File: config.mk
export PLATFORM = sky130hd
export DESIGN_NAME = obi_mem_arbiter
export DESIGN_NICKNAME = d
export VERILOG_FILES = /design/src/rtl/obi_arb_pkg.sv /design/src/rtl/obi_arb_starve_guard.sv /design/src/rtl/obi_mem_arbiter.sv
export SDC_FILE = /design/constraint.sdc
export NUM_CORES = 1
export LEC_CHECK = 0
export CORE_AREA = 5 5 99 101
export CTS_BUF_LIST = sky130_fd_sc_hd__clkbuf_8
export DETAILED_ROUTE_END_ITERATION = 12
export DIE_AREA = 0 0 104 106
export PLACE_DENSITY = 0.67
export SYNTH_ARGS = -nofsm -noshare
export SYNTH_HDL_FRONTEND = slang
export SYNTH_SLANG_ARGS = --single-unit
File: constraint.sdc
create_clock -name clk_i -period 2.9 [get_ports clk_i]
set_input_delay 0.725 -clock clk_i [delete_from_list [all_inputs] [get_ports clk_i]]
set_output_delay 0.725 -clock clk_i [all_outputs]
set_load 0.02 [all_outputs]
File: src/rtl/obi_arb_pkg.sv
// Shared types for the OBI instruction/data memory arbiter.
// Owner tag and response record registered for the cycle after each grant.
package obi_arb_pkg;

    typedef enum logic [1:0] {
        OWNER_NONE,
        OWNER_INSTR,
        OWNER_DATA
    } owner_e;

    typedef struct packed {
        owner_e owner;
        logic   err;
    } rsp_t;

    localparam int unsigned WORD_ADDR_LSB = 2;

    // Compares only the bits above the RAM window size.
    function automatic logic addr_in_window(input logic [31:0] addr, input logic [31:0] base,
                                            input int unsigned aw);
        return (addr >> aw) == (base >> aw);
    endfunction

endpackage

File: src/rtl/obi_arb_starve_guard.sv
// Saturating count of consecutive denied instruction-request cycles.
// Raises instr_prio once the count reaches STARVE_LIMIT.
module obi_arb_starve_guard #(
    parameter int unsigned STARVE_LIMIT = 4
) (
    input  logic clk,
    input  logic rst,
    input  logic instr_req,
    input  logic instr_gnt,
    output logic instr_prio
);

    localparam int unsigned CntWidth = $clog2(STARVE_LIMIT + 1);
    localparam logic [CntWidth-1:0] CntMax = CntWidth'(STARVE_LIMIT);

    logic [CntWidth-1:0] cnt_q, cnt_d;

    always_comb begin
        cnt_d = cnt_q;
        if (instr_gnt) begin
            cnt_d = '0;
        end else if (instr_req && (cnt_q != CntMax)) begin
            cnt_d = cnt_q + CntWidth'(1);
        end
    end

    always_ff @(posedge clk) begin
        if (rst) begin
            cnt_q <= '0;
        end else begin
            cnt_q <= cnt_d;
        end
    end

    assign instr_prio = (cnt_q == CntMax);

endmodule

File: src/rtl/obi_mem_arbiter.sv
// Shares one 1-cycle-latency SRAM between an OBI instruction port and an OBI data port.
// Optional performance counters are built when OBI_ARB_PERF_EN is defined.
module obi_mem_arbiter
    import obi_arb_pkg::*;
#(
    parameter int unsigned RAM_ADDR_WIDTH = 22,
    parameter logic [31:0] BASE_ADDR      = 32'h0200_0000,
    parameter int unsigned STARVE_LIMIT   = 4
) (
    input  logic                      clk_i,
    input  logic                      rst_i,
    input  logic                      instr_req_i,
    output logic                      instr_gnt_o,
    input  logic [31:0]               instr_addr_i,
    output logic                      instr_rvalid_o,
    output logic [31:0]               instr_rdata_o,
    output logic                      instr_err_o,
    input  logic                      data_req_i,
    output logic                      data_gnt_o,
    input  logic [31:0]               data_addr_i,
    input  logic                      data_we_i,
    input  logic [3:0]                data_be_i,
    input  logic [31:0]               data_wdata_i,
    output logic                      data_rvalid_o,
    output logic [31:0]               data_rdata_o,
    output logic                      data_err_o,
    output logic                      mem_req_o,
    output logic                      mem_we_o,
    output logic [RAM_ADDR_WIDTH-3:0] mem_addr_o,
    output logic [3:0]                mem_be_o,
    output logic [31:0]               mem_wdata_o,
    input  logic [31:0]               mem_rdata_i
`ifdef OBI_ARB_PERF_EN
    ,
    output logic [31:0]               perf_conflict_o,
    output logic [31:0]               perf_instr_stall_o
`endif
);

    logic        instr_req, data_req, instr_prio, hit, any_gnt;
    logic [31:0] sel_addr;
    rsp_t        rsp_d, rsp_q;
    logic        we_d, we_q;
    logic        rd_ok;

    // No grants while in reset so nothing is left outstanding across it.
    assign instr_req = instr_req_i && !rst_i;
    assign data_req  = data_req_i && !rst_i;

    obi_arb_starve_guard #(
        .STARVE_LIMIT(STARVE_LIMIT)
    ) u_starve_guard (
        .clk       (clk_i),
        .rst       (rst_i),
        .instr_req (instr_req),
        .instr_gnt (instr_gnt_o),
        .instr_prio(instr_prio)
    );

    always_comb begin
        instr_gnt_o = instr_req && (!data_req || instr_prio);
        data_gnt_o  = data_req && !instr_gnt_o;
        any_gnt     = instr_gnt_o || data_gnt_o;
        sel_addr    = data_gnt_o ? data_addr_i : instr_addr_i;
        hit         = addr_in_window(sel_addr, BASE_ADDR, RAM_ADDR_WIDTH);

        mem_req_o   = any_gnt && hit;
        mem_addr_o  = '0;
        mem_we_o    = 1'b0;
        mem_be_o    = 4'h0;
        mem_wdata_o = '0;
        if (mem_req_o) begin
            mem_addr_o = sel_addr[RAM_ADDR_WIDTH-1:WORD_ADDR_LSB];
            if (data_gnt_o) begin
                mem_we_o    = data_we_i;
                mem_be_o    = data_be_i;
                mem_wdata_o = data_wdata_i;
            end else begin
                mem_be_o = 4'hF;
            end
        end

        rsp_d.owner = instr_gnt_o ? OWNER_INSTR : (data_gnt_o ? OWNER_DATA : OWNER_NONE);
        rsp_d.err   = any_gnt && !hit;
        we_d        = data_gnt_o && data_we_i;
    end

    always_ff @(posedge clk_i) begin
        if (rst_i) begin
            rsp_q <= '{owner: OWNER_NONE, err: 1'b0};
            we_q  <= 1'b0;
        end else begin
            rsp_q <= rsp_d;
            we_q  <= we_d;
        end
    end

    // Gating with rst_i drops a response whose cycle coincides with reset.
    always_comb begin
        instr_rvalid_o = (rsp_q.owner == OWNER_INSTR) && !rst_i;
        data_rvalid_o  = (rsp_q.owner == OWNER_DATA) && !rst_i;
        rd_ok          = !rsp_q.err && !we_q;
        instr_rdata_o  = (instr_rvalid_o && rd_ok) ? mem_rdata_i : 32'h0;
        data_rdata_o   = (data_rvalid_o && rd_ok) ? mem_rdata_i : 32'h0;
        instr_err_o    = instr_rvalid_o && rsp_q.err;
        data_err_o     = data_rvalid_o && rsp_q.err;
    end

`ifdef OBI_ARB_PERF_EN
    always_ff @(posedge clk_i) begin
        if (rst_i) begin
            perf_conflict_o    <= '0;
            perf_instr_stall_o <= '0;
        end else begin
            if (instr_req_i && data_req_i) begin
                perf_conflict_o <= perf_conflict_o + 32'd1;
            end
            if (instr_req_i && !instr_gnt_o) begin
                perf_instr_stall_o <= perf_instr_stall_o + 32'd1;
            end
        end
    end
`endif

endmodule

# Word level (Yosys, flattened, before mapping)
# Index checks and enable logic that the tools add are counted.
# totals
register_bits,7
out_inout_bits,128
word_cells,47
# classes
add_sub_neg,1
n_eq_ne,5
muxes,12
reduce_logical,24
# ops
operator,count
2-to-1 mux 32 bit,5
2-to-1 mux 20 bit,1
logical AND 1 bit,15
equality test 10 x 4 -> 1 bit (second input constant),1
2-to-1 mux 4 bit,2
zero test 1 bit,6
adder 3 x 1 -> 3 bit (second input constant),1
equality test 3 bit (second input constant),1
2-to-1 mux 1 bit,3
!= test 3 bit (second input constant),1
equality test 2 x 1 -> 1 bit (second input constant),1
equality test 2 bit (second input constant),1
logical OR 1 bit,2
2-to-1 mux 2 bit,1
OR reduction 2 bit,1

# Logic depth before layout (Yosys ltp)
# logic_depth
word_depth,11
mapped_depth,8
ltp_nobuf,5

# Cells and area by module
# A second synthesis with hierarchy kept.
# unflattened
hier_cells,214
hier_area_um2,1622.8
# modules_own_cells
mod,instances,cells_each,area_each_um2
obi_mem_arbiter,1,196,1435.1
obi_arb_starve_guard,1,18,187.7

# Least setup slack after synthesis
# No wires, ideal clock.
# synth_path
kind,input -> output
startpoint,input port rst_i
endpoint,output port data_rdata_o[10]
arrival_ns,2.385
path_slack_ns,-0.210
cell_stages,5
n_path_buf,2
path_cell_list,buf_2 -> nor3b_1 -> nor3b_1 -> clkbuf_1 -> and2_1
# synth_via
elab_chain_cells,4
# synth_rtl
element,line,text
from (decl),obi_mem_arbiter.sv:11,"input logic rst_i,"
zero test 1 bit,obi_mem_arbiter.sv:101,data_rvalid_o = (rsp_q.owner == OWNER_DATA) && !rst_i;
logical AND 1 bit,obi_mem_arbiter.sv:101,
via data_rvalid_o,obi_mem_arbiter.sv:24,"output logic data_rvalid_o,"
logical AND 1 bit,obi_mem_arbiter.sv:104,data_rdata_o = (data_rvalid_o && rd_ok) ? mem_rdata_i : 32'h0;
2-to-1 mux 32 bit,obi_mem_arbiter.sv:104,
to (decl),obi_mem_arbiter.sv:25,"output logic [31:0] data_rdata_o,"
# The timed path passes the listed nets, and every way through them passes these cells.

# Final worst setup path
# layout_path
startpoint,input port rst_i
endpoint,output port mem_addr_o[15]
# layout_via
elab_chain_cells,11
# layout_rtl
element,line,text
zero test 1 bit *,"obi_mem_arbiter.sv:47, obi_mem_arbiter.sv:48",
logical AND 1 bit,obi_mem_arbiter.sv:48,assign data_req = data_req_i && !rst_i;
zero test 1 bit,obi_mem_arbiter.sv:61,instr_gnt_o = instr_req && (!data_req || instr_prio);
logical OR 1 bit,obi_mem_arbiter.sv:61,
logical AND 1 bit,obi_mem_arbiter.sv:61,
zero test 1 bit,obi_mem_arbiter.sv:62,data_gnt_o = data_req && !instr_gnt_o;
logical AND 1 bit,obi_mem_arbiter.sv:62,
2-to-1 mux 32 bit,obi_mem_arbiter.sv:64,sel_addr = data_gnt_o ? data_addr_i : instr_addr_i;
equality test 10 x 4 -> 1 bit,obi_arb_pkg.sv:21,return (addr >> aw) == (base >> aw);
logical AND 1 bit,obi_mem_arbiter.sv:67,mem_req_o = any_gnt && hit;
2-to-1 mux 20 bit *,obi_mem_arbiter.sv:72,if (mem_req_o) begin
to (decl),obi_mem_arbiter.sv:29,"output logic [RAM_ADDR_WIDTH-3:0] mem_addr_o,"
# Every way passes the cells marked *; elsewhere a longest branch is shown, timed or not.

==> run summary <==
status -> complete, but fails checks
failing checks -> setup timing
synthesized flop and latch total -> 7
total global-route track usage -> 16.7%
die width -> 104 µm
Mapped Area -> 1350 µm²
Antenna diodes -> 0
Peak Freq -> 0.329 GHz
worst-skew pair later-pin latency -> 0.23 ns
number of vias per cell -> 4.30
vias in the first global route -> 2737
Final ANT Viol Nets -> 0
synth unique cells -> 31
DIE HEIGHT -> 106 µm
Crit Path Class -> in2out
final period utilization -> 105%
Area Growth Syn to Fin -> 222%
family with the most delay on the worst path -> simple AND/OR/NAND/NOR gates
worst-path maximum fanout -> 7
Hold Violations, Final -> 0
Post-Place Cells -> 557
CP startpoint kind -> primary input
pins over their slew limit -> 0
Crit. End Element -> output port
Critical Path Slowest Stage Cell -> or4b_4
CTS tree -> built
port bufs -> 260
Seq/Total Area, Yosys -> 10.4%
clock-pin transition on the worst setup and hold timing paths -> 0.04 ns
CP Data Arrival Time -> 2.31 ns
Worst Clk Skew -> 0.000431 ns
RSZ-0062 raised after global routing -> true
CTS root buffer -> clkbuf_8
Fillers -> 866
clk buf depth -> 2
DRT iter0 DRCs -> 33
Cells after Synth -> 186
grt ovf -> 0
worst slack at placement -> -0.846 ns
Final #Nets -> 613
first-pass GRT wire length -> 14800 µm
ys flop type -> dfxtp_1
Die Area -> 11000 µm²
Hold WS -> 0.484 ns
CP bufs+invs -> 5
DRC Markers -> 0
slew margin rel. -> 77.5%
Mapped Nets -> 325
CP dominant cell by count -> buf_6
commonest non-fill, non-tap cell in the layout -> clkdlybuf4s50_1
initial core utilization -> 15.1%
Post-synth ARST share -> 0%
clock buffer count from CTS -> 3
VDD IR max -> 68.5 µV
critical-path cell list -> buf_8 -> or4b_4 -> nor4_4 -> buf_6 -> buf_12 -> buf_6 -> a22o_4 -> buf_6
synthesis warning total -> 0
drt wl/cell -> 18.3 µm
largest net degree at the start of global routing -> 33
Worst Hold Class -> reg2reg
commonest cells after routing, fill and taps aside -> clkdlybuf4s50_1 (113), and2_1 (98), clkbuf_2 (66), buf_6 (38), buf_4 (28)
number of top-level pins -> 265
TritonRoute pass-1 iters -> 4
P_leak -> 0.00214 µW
antenna violations before repair -> 0
P per Cell Area -> 123 nW/µm²
Layout Cells excl Fill -> 584
Final WS setup -> -0.136 ns
Worst Tran Pin Value -> 0.329 ns
Post-synth EDFFs -> 0
Vias -> 2513
routability cong. -> 0.846
final setup fails -> 26
layout cells sized above 1 -> 43.6%
row cnt -> 35
WP data required -> 2.17 ns
post-layout min period -> 3.04 ns
Core Box Area -> 8930 µm²
Post-DP HPWL -> 8310 µm
Max stage delay on crit path -> 0.54 ns
Mean Syn Cell Area -> 7.27 µm²
drt total wl -> 10700 µm
H-tree levels -> 1
Fin Setup TNS -> -1.96 ns
Sink Count -> 7
Max Cap Violations -> 0
==> per-stage QoR <==
step	util, %	power [µW]	cell area, µm²
floorplan	-	154	1350
global placement	46.9	387	4190
detailed placement	46.9	390	4190
CTS	50.0	524	4470
global route	48.7	557	4350
finish	48.7	534	4350
==> per-layer routing <==
layer | vias to the layer above | track usage, % | wire [µm]
li1 | 1205 | - | -
met1 | 1106 | 15.4 | 3530
met2 | 180 | 33.1 | 5820
met3 | 22 | 6.01 | 998
met4 | 0 | 6.48 | 356
met5 | - | 0 | 0
==> cell families (layout without fill, tap and decap cells) <==
group | Yosys count | count (layout) | share of synthesized area, %
AOI/OAI and AO/OA | 31 | 31 | 19.9
adders and majority gates | 2 | 2 | 1.85
buffers and inverters | 20 | 307 | 7.12
DFF | 7 | 7 | 10.4
and+or+nand+nor | 126 | 126 | 60.8
==> layout make-up <==
type	instances	area [µm²]	area share (%)
clock buffers	3	41.3	0.949
clock inverters	1	3.75	0.0863
inverters	4	15.0	0.345
multi-input cells	159	1280	29.4
flip-flops and latches	7	140	3.22
well taps	111	139	3.19
repair buffers	299	2730	62.8
==> final timing paths <==
kind / startpoint / to / slack [ns] / cells after the start
setup / recovery: rst_i / mem_addr_o[15] / -0.14 / 8
hold reg to reg: u_starve_guard.cnt_q[1] / u_starve_guard.cnt_q[1] / 0.48 / 2
hold / removal: u_starve_guard.cnt_q[1] / u_starve_guard.cnt_q[1] / 0.48 / 2
setup reg to reg: u_starve_guard.cnt_q[0] / rsp_q[0] / 1.17 / 7
==> worst reg2reg max path, cell delays in order, from the launching register on <==
cell	delay [ns]
dfxtp_1	0.32
inv_1	0.08
ha_1	0.22
nand3_2	0.13
and4_4	0.23
buf_12	0.13
buf_16	0.16
a2111oi_0	0.34
==> power breakdown <==
group | switching [µW] | internal, µW | total (µW)
Clock | 49.3 | 92.1 | 141
Sequential | 4.85 | 101 | 105
Combinational | 90.8 | 196 | 287
==> cell usage after synthesis, types with 2 or more instances <==
cell,count,area share (%)
and2_1,99,46
a22o_2,11,8.1
clkbuf_1,11,3.1
a22o_1,9,5.8
dfxtp_1,7,10
nor3b_1,5,2.8
a21o_2,4,2.6
inv_1,4,1.1
a21oi_1,3,1.1
nand3_1,3,1.1
and3_1,2,0.92
and4_1,2,1.3
buf_2,2,0.74
buf_6,2,1.7
ha_1,2,1.8
nand2_1,2,0.56
nor2_1,2,0.56
nor3_1,2,0.74
nor4b_1,2,1.3
==> timing repair <==
action,4_1_cts,5_1_grt
pin swaps,16,11
buffers inserted,9,6
endpoints found under the setup margin,128,109
cloned,5,4
gates resized for setup,432,162
hold buffers,0,0
==> registers in the layout, summed over array words and instances (netlist names) <==
register / count
rsp_q: 3
we_q: 1
u_starve_guard.cnt_q: 3
Note: power is estimated with default switching activity, not from simulation.
